File: src/rtl/instruction_fetch_unit.sv
// Instruction fetch unit: the initiator side of a 1-cycle-latency IMem read port.
// Owns the fetch PC, pairs each returned instruction with the PC that fetched it,
// and handles decode stall, execute redirect and bad-PC faults. A fault is sticky
// until reset.
module instruction_fetch_unit #(
   parameter int unsigned ADDR_WIDTH       = 32,
   parameter int unsigned INST_WIDTH       = 32,
   parameter logic [ADDR_WIDTH-1:0] RESET_VECTOR = '0,
   parameter int unsigned IMEM_DEPTH_WORDS = 32768,
   parameter int unsigned PC_STEP          = 4
) (
   input  logic                  clk,
   input  logic                  rst,
   input  logic                  stall,
   input  logic                  redirectValid,
   input  logic [ADDR_WIDTH-1:0] redirectPc,
   input  logic [INST_WIDTH-1:0] imemInstruction,
   output logic [ADDR_WIDTH-1:0] imemPc,
   output logic                  imemStall,
   output logic                  fetchValid,
   output logic [ADDR_WIDTH-1:0] fetchPc,
   output logic [INST_WIDTH-1:0] fetchInstruction,
   output logic                  fault,
   output logic [ADDR_WIDTH-1:0] faultPc,
   output logic [31:0]           fetchCount
);

   typedef enum logic {
      S_RUN   = 1'b0,
      S_FAULT = 1'b1
   } state_e;

   localparam logic [ADDR_WIDTH-1:0] STEP       = ADDR_WIDTH'(PC_STEP);
   localparam logic [ADDR_WIDTH-1:0] DEPTH_WORD = ADDR_WIDTH'(IMEM_DEPTH_WORDS);

   state_e                state_q;
   logic [ADDR_WIDTH-1:0] pc_q;
   logic [ADDR_WIDTH-1:0] inflight_pc_q;
   logic                  inflight_valid_q;
   logic [ADDR_WIDTH-1:0] fault_pc_q;
   logic [31:0]           fetch_count_q;
   logic [31:0]           fetch_count_d;

   logic [ADDR_WIDTH-1:0] pc_word_idx;
   logic [ADDR_WIDTH-1:0] redirect_word_idx;
   logic                  pc_out_of_range;
   logic                  redirect_bad;
   logic                  accept;

   // Word indices are compared unsigned; the upper two bits are zero-filled by the shift.
   assign pc_word_idx       = pc_q >> 2;
   assign redirect_word_idx = redirectPc >> 2;
   assign pc_out_of_range   = (pc_word_idx >= DEPTH_WORD);
   assign redirect_bad      = (redirectPc[1:0] != 2'b00) || (redirect_word_idx >= DEPTH_WORD);

   // A redirect squashes whatever is on the fetch port in the same cycle it arrives.
   assign fetchValid       = inflight_valid_q && (state_q == S_RUN) && !redirectValid;
   assign fetchPc          = inflight_pc_q;
   assign fetchInstruction = imemInstruction;
   assign imemPc           = pc_q;
   assign imemStall        = (stall && !redirectValid) || (state_q == S_FAULT);
   assign fault            = (state_q == S_FAULT);
   assign faultPc          = fault_pc_q;
   assign fetchCount       = fetch_count_q;

   assign accept        = fetchValid && !stall;
   assign fetch_count_d = fetch_count_q + 32'd1;

   // Fetch FSM and PC pipeline: redirect > stall > out-of-range > sequential advance.
   // NOTE: every register here uses <= so all of them see the pre-edge values of
   // one another; a blocking = would let pc_q update before inflight_pc_q samples it.
   always_ff @(posedge clk) begin
      if (rst) begin
         state_q          <= S_RUN;
         pc_q             <= RESET_VECTOR;
         inflight_pc_q    <= '0;
         inflight_valid_q <= 1'b0;
         fault_pc_q       <= '0;
         fetch_count_q    <= '0;
      end else begin
         if (accept) begin
            fetch_count_q <= fetch_count_d;
         end
         unique case (state_q)
            S_RUN: begin
               if (redirectValid) begin
                  inflight_valid_q <= 1'b0;
                  if (redirect_bad) begin
                     state_q    <= S_FAULT;
                     fault_pc_q <= redirectPc;
                  end else begin
                     pc_q <= redirectPc;
                  end
               end else if (!stall) begin
                  if (pc_out_of_range) begin
                     state_q          <= S_FAULT;
                     fault_pc_q       <= pc_q;
                     inflight_valid_q <= 1'b0;
                  end else begin
                     inflight_pc_q    <= pc_q;
                     inflight_valid_q <= 1'b1;
                     pc_q             <= pc_q + STEP;
                  end
               end
            end
            S_FAULT: begin
               // Frozen until reset; redirects are ignored.
            end
         endcase
      end
   end

endmodule

File: config.mk
export PLATFORM = sky130hd
export DESIGN_NAME = instruction_fetch_unit
export DESIGN_NICKNAME = d
export VERILOG_FILES = /design/src/rtl/instruction_fetch_unit.sv
export SDC_FILE = /design/constraint.sdc
export NUM_CORES = 1
export LEC_CHECK = 0
export CORE_ASPECT_RATIO = 2
export CORE_UTILIZATION = 30
export CTS_CLUSTER_DIAMETER = 50
export DETAILED_ROUTE_END_ITERATION = 16
export GPL_TIMING_DRIVEN = 0
export PLACE_DENSITY_LB_ADDON = 0.15
export SLEW_MARGIN = 20
export SYNTH_ARGS = -nofsm -noshare
export SYNTH_HDL_FRONTEND = slang
export SYNTH_SLANG_ARGS = --single-unit
File: constraint.sdc
create_clock -name clk -period 2.05 [get_ports clk]
set_clock_uncertainty 0.15 [all_clocks]
set_input_delay 0.5125 -clock clk [delete_from_list [all_inputs] [get_ports clk]]
set_output_delay 0.5125 -clock clk [all_outputs]
set_load 0.1 [all_outputs]
Yosys cells after proc, flatten, opt, wreduce, memory -nomap -nowiden --
Cells that the tools add are included.
Word-level totals: bits in latches 0, memory bits (writable) 0, bits in read-only memories 0, word-level logic and storage cells 48, memories 0, flip-flop bits (word level) 130, output and inout bits 163
Operators by class: bitwise gates (word level) 4, reductions and logical operators 14, multiplexer cells 16, eq/ne operators 4, shifts and indexed selects 0, $mul 0, magnitude comparators 2, add/sub/neg operators 2, div/mod/pow operators 0
Operator list (count):
- 32-bit 2-to-1 mux | 8
- 30-bit by 16-bit greater-or-equal comparator with 1-bit output, second input constant | 2
- 32-bit by 1-bit adder with 32-bit output, second input constant | 1
- 32-bit by 3-bit adder with 32-bit output, second input constant | 1
- 4-bit AND reduction | 3
- 1-bit 2-to-1 mux | 8
- 1-bit logical AND | 4
- 2-bit by 1-bit inequality test with 1-bit output, second input constant | 2
- 2-bit inequality test, second input constant | 2
- 1-bit inverter | 4
- 2-bit nonzero test | 2
- 1-bit logical NOT | 2
- 1-bit logical OR | 2
- 2-bit AND reduction | 1

Longest topological paths before layout --
Gate-level depths: netlist (run 1).
depth after elaboration 5, depth in mapped cells 8, gate-level depth less buffers 6

Worst setup path before layout (run 1) --
OpenSTA, ideal clock, no wires.
kind input to output, start input redirectValid, end output fetchValid, arrival 3.210 ns, required time 1.387 ns, slack -1.823 ns, stages on the path 4, cell sequence buf_6 clkbuf_8 clkbuf_1 nor3b_1
On the way: cells in the longest elaborated chain, start to end 2
RTL lines:
- start, declared | RTL line 15 | input logic redirectValid,
- 1-bit logical NOT | RTL line 57 | assign fetchValid = inflight_valid_q && (state_q == S_RUN) && !redirectValid;
- 1-bit logical AND | RTL line 57
- end, declared | RTL line 20 | output logic fetchValid,
No other way between the ends.

Worst setup path in the final report (run 1) --
start register pc_q[30] (netlist: imemPc[30]), end register pc_q[5] (netlist: imemPc[5])
On the way: cells in the longest elaborated chain, start to end 3
RTL lines:
- start, declared | RTL line 37 | logic [ADDR_WIDTH-1:0] pc_q;
- start signal, assigned | RTL line 92 | pc_q <= redirectPc;
- start signal, assigned | RTL line 102 | pc_q <= pc_q + STEP;
- 30-bit by 16-bit greater-or-equal comparator with 1-bit output | RTL line 53 | assign pc_out_of_range = (pc_word_idx >= DEPTH_WORD);
- 2-bit inequality test (no source line)
- 4-bit AND reduction (no source line)
No other way between the ends. A chain may end at the register's enable or synchronous reset.

==> summary.txt, run 1 <==
Yosys
  – Post-synthesis async set-or-reset flop share: 0
  – Main synth FF type: dfxtp_1
  – Count of cell types in the netlist: 60
  – List of most frequent post-synthesis cells: dfxtp_1 (130), a21oi_1 (71), nand2_1 (66), nor2_1 (41), clkbuf_1 (38)
  – Synth top area cells: dfxtp_1 (45%), a21oi_1 (6.1%), mux2i_1 (4.5%), buf_4 (4.2%), nand2_1 (4.2%)
  – Netlist Area Pre-Place: ~5800 um^2
  – Syn nets: 731
  – Post-synth EDFFs: 0
  – Avg Inst Size Synth: slightly below 9 um^2
  – Cell taking the most area after synthesis: dfxtp_1
  – Yosys reg bits: 130
  – Top cell type's share of synthesized area: 0.4464
  – Instance count of the mapped netlist: 660
  – YS warnings: 0
  – Most numerous cell in the Yosys netlist: dfxtp_1
  – Register area share after synthesis: 0.4464

Critical path
  – RR Startpoint: imemPc[30]
  – Critical Path Slowest Stage Cell: dfxtp_4
  – Origin of the worst setup path: imemPc[30]
  – Crit path DAT: 2290 ps
  – Crit path capture type: register
  – Max stage delay on crit path: between 300 and 400 ps
  – Worst Path Class, Setup: reg -> reg
  – Top Family by Delay on Critical Path: simple AND/OR/NAND/NOR gates
  – Worst Path Buf+Inv: 3
  – CP startpoint kind: register
  – Crit path cell chain: nor4_4 -> nand4_1 -> buf_4 -> nor3_4 -> buf_6 -> buf_8 -> nor2_2 -> o32ai_2
  – CP Data Required Time: approximately 2200 ps
  – CP max FO: 5
  – R2r setup slk: -80 ps
  – Reg2Reg Depth: 8
  – Reg2reg end: imemPc[5]

Route
  – Via count: 5,809
  – Wire per inst: 18.07 um
  – Post-DR vias/cell: between 4 and 5
  – DR DRC count: 0
  – Antenna Nets Post-Route: 0
  – DR iter-0 viols: a little under 400
  – Total Wirelength: 21.27 mm
  – DRT Pass-1 Iters: 5

CTS
  – Clock-pin slew on the worst setup and hold paths: 60 ps
  – Worst-Skew Late Latency: 410 ps
  – Root Driver: clkbuf_16
  – CTS tree: built
  – H-Tree Level Count: 4
  – Num Clock Sinks: 130
  – CTS Buf Count: 17
  – Clk buf depth: 2

Layout
  – Share of cells above drive strength 1: 0.4718
  – Fill count: 1,786
  – Nets: 980
  – Antenna cells: 0
  – Layout Utilization: 0.5279
  – Non-filler cells, final: between 1k and 1.5k
  – Synth-to-layout area growth: 71.35%
  – Design Area, Final: around 10000 um^2

Pwr
  – Pwr dens: 737.9 nW/um^2
  – Max VDD drop: 0.5329 mV
  – Pleak: 3.908 nW

Global routing
  – Pin count of the biggest net entering global routing: 20
  – GR Overflow Total: 0
  – Vias in the first global route: between 5k and 6k
  – First-pass GRT wire length: between 30 and 40 mm
  – GRT Util Overall: 0.2153
  – Initial antenna violation count: 0

Floorplanning
  – IO Count: 231
  – Chip height: 199.1 um
  – FP Rows: 71
  – Die Area: roughly 20,000 um^2
  – Die width: 100.6 um
  – Initial Util: 0.3081
  – Area of the core: 18,920 um^2

Outcome
  – Status: finished with violations
  – Violated checks: negative setup slack

Placed design
  – DP Area: about 8600 um^2
  – Hpwl dp: roughly 16 mm
  – Placed cell count: 1,112
  – Routability Congestion: ~0.87
  – PortBufs: 197
  – Setup WS pre-CTS: -1500 ps

Timing
  – Max Slew Vio Count: 0
  – Setup-failing EPs final: 40
  – Final cycle utilization of the critical path: 1.040
  – RSZ-0062 raised after global routing: yes
  – Final Hold Vio Count: 0
  – Slew at the pin closest to its max-slew limit: 875.8 ps
  – Fin crit period: 2133 ps
  – Worst slew margin: 0.4162
  – Fmax achieved: 468.9 MHz
  – Worst setup margin: -82.65 ps

Run
  – Max cap viols: 0

Worst hold path
  – Min-delay worst type: reg -> reg
  – Hold Path End: fetchPc[12]
  – Worst Hold Depth: 2
  – Worst hold start: fetchPc[12]
[worst max path at each step]
| stage | to | slack [ps] | cells after the start |
|---|---|---|---|
| 6_report | imemPc[5] | -80 | 8 |
| 5_1_grt | imemPc[5] | -150 | 8 |
| 4_1_cts | imemPc[15] | -80 | 5 |
| 3_5_place_dp | fetchValid | -1500 | 6 |
| 3_3_place_gp | fetchValid | -1500 | 6 |
| 2_1_floorplan | fetchValid | -370 | 4 |
[kinds of logic after synthesis]
group                    count (synthesis)  share of synthesized area
flip-flops                             130                     0.4464
buffers and inverters                   93                    0.08993
XOR/XNOR                                27                    0.04057
adder cells (fa/ha/maj)                  3                   0.006440
AO/OA/AOI/OAI                          148                     0.1616
multiplexers                            26                    0.04464
AND/OR/NAND/NOR                        233                     0.2103
[cells in the final DEF (no fill, tap or decap), types with 12 or more instances in the layout]
| cell type | count |
|---|---|
| buf_2 | 19 |
| dfxtp_2 | 16 |
| clkdlybuf4s18_2 | 12 |
| dfxtp_4 | 43 |
| buf_6 | 15 |
| and3_1 | 22 |
| buf_4 | 65 |
| a21oi_1 | 63 |
| xnor2_1 | 18 |
| clkbuf_16 | 21 |
| clkdlybuf4s50_1 | 17 |
| clkdlybuf4s15_2 | 134 |
| clkbuf_1 | 19 |
| nand3_1 | 12 |
| nor2_1 | 39 |
| dfxtp_1 | 71 |
| mux2i_1 | 26 |
| and2_1 | 21 |
| nand2_1 | 64 |
| a211oi_1 | 27 |
[metrics by stage]
stage          hold WS [ps]  power (mW)  setup TNS (ps)
2_1_floorplan         294.6       3.889           -2001
3_3_place_gp          291.5       4.342         -132700
3_5_place_dp          295.8       4.344         -133870
4_1_cts               304.2       7.416          -422.3
5_1_grt               324.5       7.628           -5183
6_report              303.1       7.371           -1869
[layout make-up]
class / instances / area [um^2] / area share
flip-flops and latches: 130 / 2784 / 0.2787
clock buffers: 22 / 528.0 / 0.05286
inverters: 9 / 33.78 / 0.003382
multi-input cells: 437 / 3237 / 0.3241
repair buffers: 236 / 2401 / 0.2404
well taps: 255 / 319.1 / 0.03194
clock inverters: 10 / 63.81 / 0.006389
plain buffers: 78 / 621.8 / 0.06226
[state kept, by name, indices dropped and copies added, names as in the netlist]
register,count
fetchCount,32
imemPc,32
fault,1
inflight_valid_q,1
fetchPc,32
faultPc,32
[power breakdown]
| part | switching (mW) | internal [mW] |
|---|---|---|
| combinational | 1.26 | 0.476 |
| clock | 1.18 | 1.83 |
| sequential | 0.0716 | 2.56 |
[layer usage]
metal,vias to the layer above,GRT usage,wire length [um],part of all wire
li1,2834,-,-,-
met1,2752,0.2131,7631,0.36
met2,196,0.4130,12120,0.57
met3,27,0.04827,952,0.045
met4,0,0.1025,562,0.026
met5,-,0,0,0
[worst register-to-register path, cell delays in order, from the launching register on]
cell	delay, ps
dfxtp_4	360
nor4_4	340
nand4_1	190
buf_4	190
nor3_4	170
buf_6	150
buf_8	130
nor2_2	90
o32ai_2	270
[what timing repair did]
action                     in CTS  in global routing
resized for setup             622                 79
hold buffers                    0                  0
pin swaps                      16                 24
setup endpoints to repair     289                116
cloned                          2                  0
setup buffers                  31                  7
(Power assumes the default switching activity.)
==> inputs of run 2 (changes only) <==
Settings changed: PLACE_DENSITY_LB_ADDON 0.15 to not set.
==> run 2 against run 1 <==
  * The flow still finishes with violations (negative setup slack)
  * Via count up 2.2%
  * Flip-flop and latch count unchanged
  * Power up 4.7%
  * Final area up 4.1%
  * Critical endpoint is now imemPc[16]
==> summary.txt, run 2 (synthesis gave the netlist of run 1 again) <==
Route
  – Via count: just under 6k
  – DRT Pass-1 Iters: 4
  – DR DRC count: 0
  – Total Wirelength: 23.09 mm
  – Post-DR vias/cell: 5.010
  – Antenna Nets Post-Route: 0
  – Wire per inst: 19.48 um
  – DR iter-0 viols: 202

Timing
  – Fin crit period: 2184 ps
  – Slew at the pin closest to its max-slew limit: 856.5 ps
  – Final Hold Vio Count: 0
  – RSZ-0062 raised after global routing: yes
  – Final cycle utilization of the critical path: 1.066
  – Hold WS: approximately 310 ps
  – Worst setup margin: -134.3 ps
  – Setup-failing EPs final: 60
  – Worst slew margin: 0.4290
  – Max Slew Vio Count: 0
  – Fmax achieved: 457.8 MHz

CTS
  – Root Driver: clkbuf_16
  – CTS tree: built
  – CTS Buf Count: 17
  – H-Tree Level Count: 4
  – Clock-pin slew on the worst setup and hold paths: 60 ps
  – Worst-Skew Late Latency: 420 ps
  – Clk buf depth: 2
  – Num Clock Sinks: 130

Pwr
  – Max VDD drop: 0.5567 mV
  – Clock share of power: 0.422
  – Pleak: 4.130 nW
  – Part of the power in combinational logic: 0.236
  – Net Sw Power: ~2.5 mW
  – Sw frac: 0.3229
  – Reg power frac: 0.342
  – Pint: between 5 and 6 mW
  – Pwr dens: 742.2 nW/um^2
  – Power, Total: 7.717 mW

Critical path
  – Crit path capture type: register
  – Worst Path Class, Setup: reg -> reg
  – CP Data Required Time: roughly 2300 ps
  – Worst Path Buf+Inv: 2
  – Critical path depth: 7
  – Crit path DAT: 2390 ps
  – CP max FO: 6
  – RR Startpoint: imemPc[23]
  – Reg2Reg Depth: 7
  – Reg2reg end: imemPc[16]
  – Max stage delay on crit path: 370 ps
  – Crit path cell chain: nor4_4 -> nand4_1 -> or3_1 -> buf_6 -> buf_12 -> a221oi_2 -> a31o_1
  – Top Family by Delay on Critical Path: simple AND/OR/NAND/NOR gates
  – CP startpoint kind: register
  – R2r setup slk: -130 ps
  – Critical Path Slowest Stage Cell: nor4_4

Worst hold path
  – Worst Hold Depth: 2
  – Hold Path End: fetchPc[1]
  – Min-delay worst type: reg -> reg
  – Worst hold start: fetchPc[1]

Floorplanning
  – Die Area: 20,030 um^2
  – FP Rows: between 70 and 80
  – Chip height: 199.1 um
  – Area of the core: 18,920 um^2
  – IO Count: 231
  – Die width: between 100 and 150 um
  – Initial Util: 0.3081

Layout
  – Nets: 988
  – Layout Utilization: 0.5495
  – Antenna cells: 0
  – Synth-to-layout area growth: 78.36%
  – Share of cells above drive strength 1: 0.5118
  – Commonest non-fill, non-tap cell in the layout: clkdlybuf4s15_2
  – Most frequent cells in the layout: clkdlybuf4s15_2 (111), dfxtp_1 (71), buf_4 (60), a21oi_1 (48), nand2_1 (44)

Run
  – Max cap viols: 0

Global routing
  – Pin count of the biggest net entering global routing: 20
  – Vias in the first global route: between 6k and 7k
  – First-pass GRT wire length: 34.42 mm
  – Initial antenna violation count: 0
  – GR Overflow Total: 0
  – GRT Util Overall: 0.2340

Placed design
  – PortBufs: just under 200
  – Routability Congestion: 0.9224
  – Hpwl dp: 16.86 mm
  – Setup WS pre-CTS: -1470 ps

Outcome
  – Violated checks: negative setup slack
  – Status: finished with violations
[run 2: cell count changes in the layout (fill, tap and decap cells not counted), sizes merged]
| cell | before | now |
|---|---|---|
| dlygate4sd2 | 5 | 14 |
| inv | 13 | 8 |
| clkdlybuf4s18 | 12 | 17 |
| clkdlybuf4s50 | 17 | 18 |
| clkinvlp | 0 | 1 |
| bufinv | 0 | 4 |
| dlymetal6s2s | 1 | 0 |
| clkinv | 6 | 5 |
| clkdlybuf4s15 | 135 | 111 |
| clkbuf | 54 | 58 |
| buf | 111 | 126 |
[run 2: power groups by stage]
stage               combinational, mW  sequential (mW)  clock [mW]
floorplan                       0.647             3.24           0
global placement                 1.65             2.69           0
detailed placement               1.65             2.69           0
CTS                              1.81             2.64        3.32
global route                     1.88             2.65        3.42
finish                           1.82             2.64        3.26
[run 2: worst max-delay path by stage]
stage / start / end / slack [ps]
floorplan: redirectValid / fetchValid / -370
global placement: redirectValid / fetchValid / -1470
detailed placement: redirectValid / fetchValid / -1470
CTS: redirectValid / fetchValid / -130
global route: imemPc[25] / imemPc[15] / -160
finish: imemPc[23] / imemPc[16] / -130
[run 2: metal layers]
layer,GRT usage,vias to the layer above,part of all wire
li1,-,2845,-
met1,0.2049,2758,0.32
met2,0.4627,274,0.58
met3,0.05317,60,0.056
met4,0.1465,0,0.049
met5,0,-,0
[run 2: cell type report]
cell class,instances,area [um^2]
plain buffers,78,649.4
clock buffers,23,479.2
clock inverters,9,151.4
fillers,1702,8524
inverters,9,33.78
multi-input cells,437,3487
flip-flops and latches,130,2784
well taps,255,319.1
repair buffers,244,2494
[run 2: tightest hold or removal path: cells and delay by family (launching register included)]
| kind | cells | cell delay [ps] |
|---|---|---|
| AOI/OAI and AO/OA | 1 | 50 |
| DFF | 1 | 320 |
| and+or+nand+nor | 1 | 60 |
[run 2: through the flow]
step / TNS [ps] / cell area (um^2) / cells
finish: -3265 / 10400 / 1185
global route: -6264 / 10400 / 1185
CTS: -1970 / 10260 / 1181
detailed placement: -133290 / 8633 / 1112
global placement: -131530 / 8633 / 1112
floorplan: -2001 / 6342 / 660
[run 2: what timing repair did]
item                                    4_1_cts  5_1_grt
hold buffers                                  0        0
endpoints found under the setup margin      288      116
setup buffers                                33        7
cloned                                        8        1
pin swaps                                    59       46
endpoints found under the hold margin         0        0
resized for setup                           665      118
==> inputs of run 3 (changes only) <==
Settings changed: CORE_ASPECT_RATIO 2 to not set, PLACE_DENSITY set to 0.68.
==> run 3 against run 2 <==
  * The run still ends with negative setup slack left
  * Global-route usage is 3.4 points lower
  * Sequential share of layout area grew 1.5 points
  * Combinational power fell by 6%
  * Via count grew 0.66%
  * Final cell count down 0.84%
  * Power down 7.2%
  * Flip-flop and latch count did not move
  * Critical path depth fell by 2
  * Fmax grew 4.2%
  * Largest power group unchanged
==> summary.txt, run 3 (synthesis gave the netlist of run 1 again) <==
Outcome
  – Status: finished with violations
  – Violated checks: negative setup slack

Placed design
  – PortBufs: between 150 and 200
  – Setup WS pre-CTS: -1562 ps
  – DP Area: 8640 um^2
  – Placed cell count: 1,117
  – Hpwl dp: 14.50 mm
  – Routability Congestion: 0.8830

Layout
  – Non-filler cells, final: 1,175
  – Most frequent cells in the layout: clkdlybuf4s15_2 (131), dfxtp_1 (71), a21oi_1 (68), nand2_1 (64), buf_4 (60)
  – Layout Utilization: 0.5212
  – Share of cells above drive strength 1: 0.4503
  – Commonest non-fill, non-tap cell in the layout: clkdlybuf4s15_2
  – Multi-input gate area: 3201 um^2
  – Synth-to-layout area growth: 68.92%
  – Fill count: ~1.7k
  – Design Area, Final: 9847 um^2
  – Nets: 974
  – Antenna cells: 0
  – Register Area: 2784 um^2

Route
  – DR DRC count: 0
  – Antenna Nets Post-Route: 0
  – DR iter-0 viols: about 320
  – Post-DR vias/cell: 5.086
  – DRT Pass-1 Iters: 5
  – Via count: 5,976
  – Total Wirelength: about 20 mm
  – Wire per inst: 17.38 um

CTS
  – CTS tree: built
  – # hold bufs at CTS: 0
  – Num Clock Sinks: 130
  – Clk buf depth: 2
  – H-Tree Level Count: 4
  – Root Driver: clkbuf_16
  – Worst-Skew Late Latency: 420 ps
  – CTS Buf Count: 17
  – Clock-pin slew on the worst setup and hold paths: 60 ps

Critical path
  – CP max FO: 6
  – Reg2reg end: imemPc[15]
  – Crit path cell chain: nand3_4 -> or4_4 -> or4b_1 -> a221o_1 -> o21ai_2
  – Top Family by Delay on Critical Path: simple AND/OR/NAND/NOR gates
  – Max stage delay on crit path: 500 ps
  – Crit path capture type: register
  – CP Data Required Time: 2250 ps
  – Origin of the worst setup path: imemPc[6]
  – RR Startpoint: imemPc[6]
  – Worst Path Class, Setup: reg -> reg
  – Crit path DAT: 2300 ps
  – Critical Path Slowest Stage Cell: or4_4
  – Reg2Reg Depth: 5
  – CP startpoint kind: register
  – Worst Path Buf+Inv: 0
  – R2r setup slk: -50 ps

Timing
  – Setup TNS: -63.99 ps
  – Setup-failing EPs final: 2
  – Slew at the pin closest to its max-slew limit: 880.6 ps
  – Max Slew Vio Count: 0
  – Fin crit period: between 2000 and 2500 ps
  – RSZ-0062 raised after global routing: yes
  – Final Hold Vio Count: 0
  – Worst slew margin: 0.4129
  – Fmax achieved: 476.9 MHz
  – Final cycle utilization of the critical path: 1.023
  – Worst setup margin: -46.97 ps

Run
  – Max cap viols: 0

Worst hold path
  – Worst hold start: fetchPc[11]
  – Worst Hold Depth: 2
  – Hold Path End: fetchPc[11]
  – Min-delay worst type: reg -> reg

Floorplanning
  – Area of the core: 18,890 um^2
  – Chip height: 141.4 um
  – Initial Util: 0.3085
  – Die width: 141.4 um
  – IO Count: approximately 230
  – FP Rows: 50
  – Die Area: roughly 20,000 um^2

Global routing
  – GRT Util Overall: 0.1999
  – Vias in the first global route: about 5.6k
  – First-pass GRT wire length: 30.54 mm
  – Pin count of the biggest net entering global routing: 20
  – Initial antenna violation count: 0
  – GR Overflow Total: 0

Pwr
  – Max VDD drop: 0.6661 mV
  – Pleak: 3.852 nW
  – Pwr dens: 727.1 nW/um^2
-- run 3: changes by cell type in the layout (fill, tap and decap cells not counted), sizes merged, moves of 4 or more --
| cell | previous run | this run |
|---|---|---|
| dlygate4sd2 | 14 | 5 |
| clkbuf | 58 | 65 |
| clkdlybuf4s15 | 111 | 135 |
| clkdlybuf4s18 | 17 | 10 |
| bufinv | 4 | 0 |
| buf | 126 | 102 |
-- run 3: layout make-up --
| cell class | instances | share of cell area |
|---|---|---|
| clock inverter | 4 | 0.002160 |
| clock buffer | 27 | 0.05324 |
| tap | 260 | 0.03304 |
| sequential | 130 | 0.2827 |
| buffer | 78 | 0.06213 |
| inverter | 9 | 0.003431 |
| timing repair buffer | 230 | 0.2382 |
| multi-input combinational | 437 | 0.3250 |
-- run 3: layer usage --
layer | global-route usage | vias to the layer above | share of wire
li1 | - | 2839 | -
met1 | 0.2549 | 2809 | 0.44
met2 | 0.3262 | 277 | 0.47
met3 | 0.04792 | 51 | 0.065
met4 | 0.07753 | 0 | 0.025
met5 | 0 | - | 0
-- run 3: worst reg2reg max path: stages, from the launching register on --
cell and delay, ps:
dfxtp_4 390, nand3_4 90, or4_4 500, or4b_1 490, a221o_1 350, o21ai_2 60
-- run 3: how the worst max path moves through the flow --
| stage | cells past startpoint | to |
|---|---|---|
| 6_report | 5 | imemPc[15] |
| 5_1_grt | 7 | imemPc[11] |
| 4_1_cts | 1 | imemPc[28] |
| 3_5_place_dp | 6 | fetchValid |
| 3_3_place_gp | 6 | fetchValid |
| 2_1_floorplan | 4 | fetchValid |
-- run 3: stage by stage --
| step | total power, mW | hold WS [ps] |
|---|---|---|
| final | 7.160 | 299.7 |
| after global routing | 7.360 | 318.0 |
| after CTS | 7.124 | 302.8 |
| after detailed placement | 4.332 | 295.3 |
| after global placement | 4.325 | 292.6 |
| after floorplan | 3.889 | 294.6 |
-- run 3: timing repair --
action,4_1_cts,5_1_grt
setup buffers,15,16
pin swaps,12,26
setup endpoints to repair,290,126
cloned,1,1
resized for setup,585,94
-- run 3: report_power, final --
part	leakage (nW)	switching (mW)	internal [mW]	total (mW)
combinational	2.48	1.24	0.463	1.71
sequential	1.10	0.0720	2.56	2.64
clock	0.273	1.08	1.73	2.82
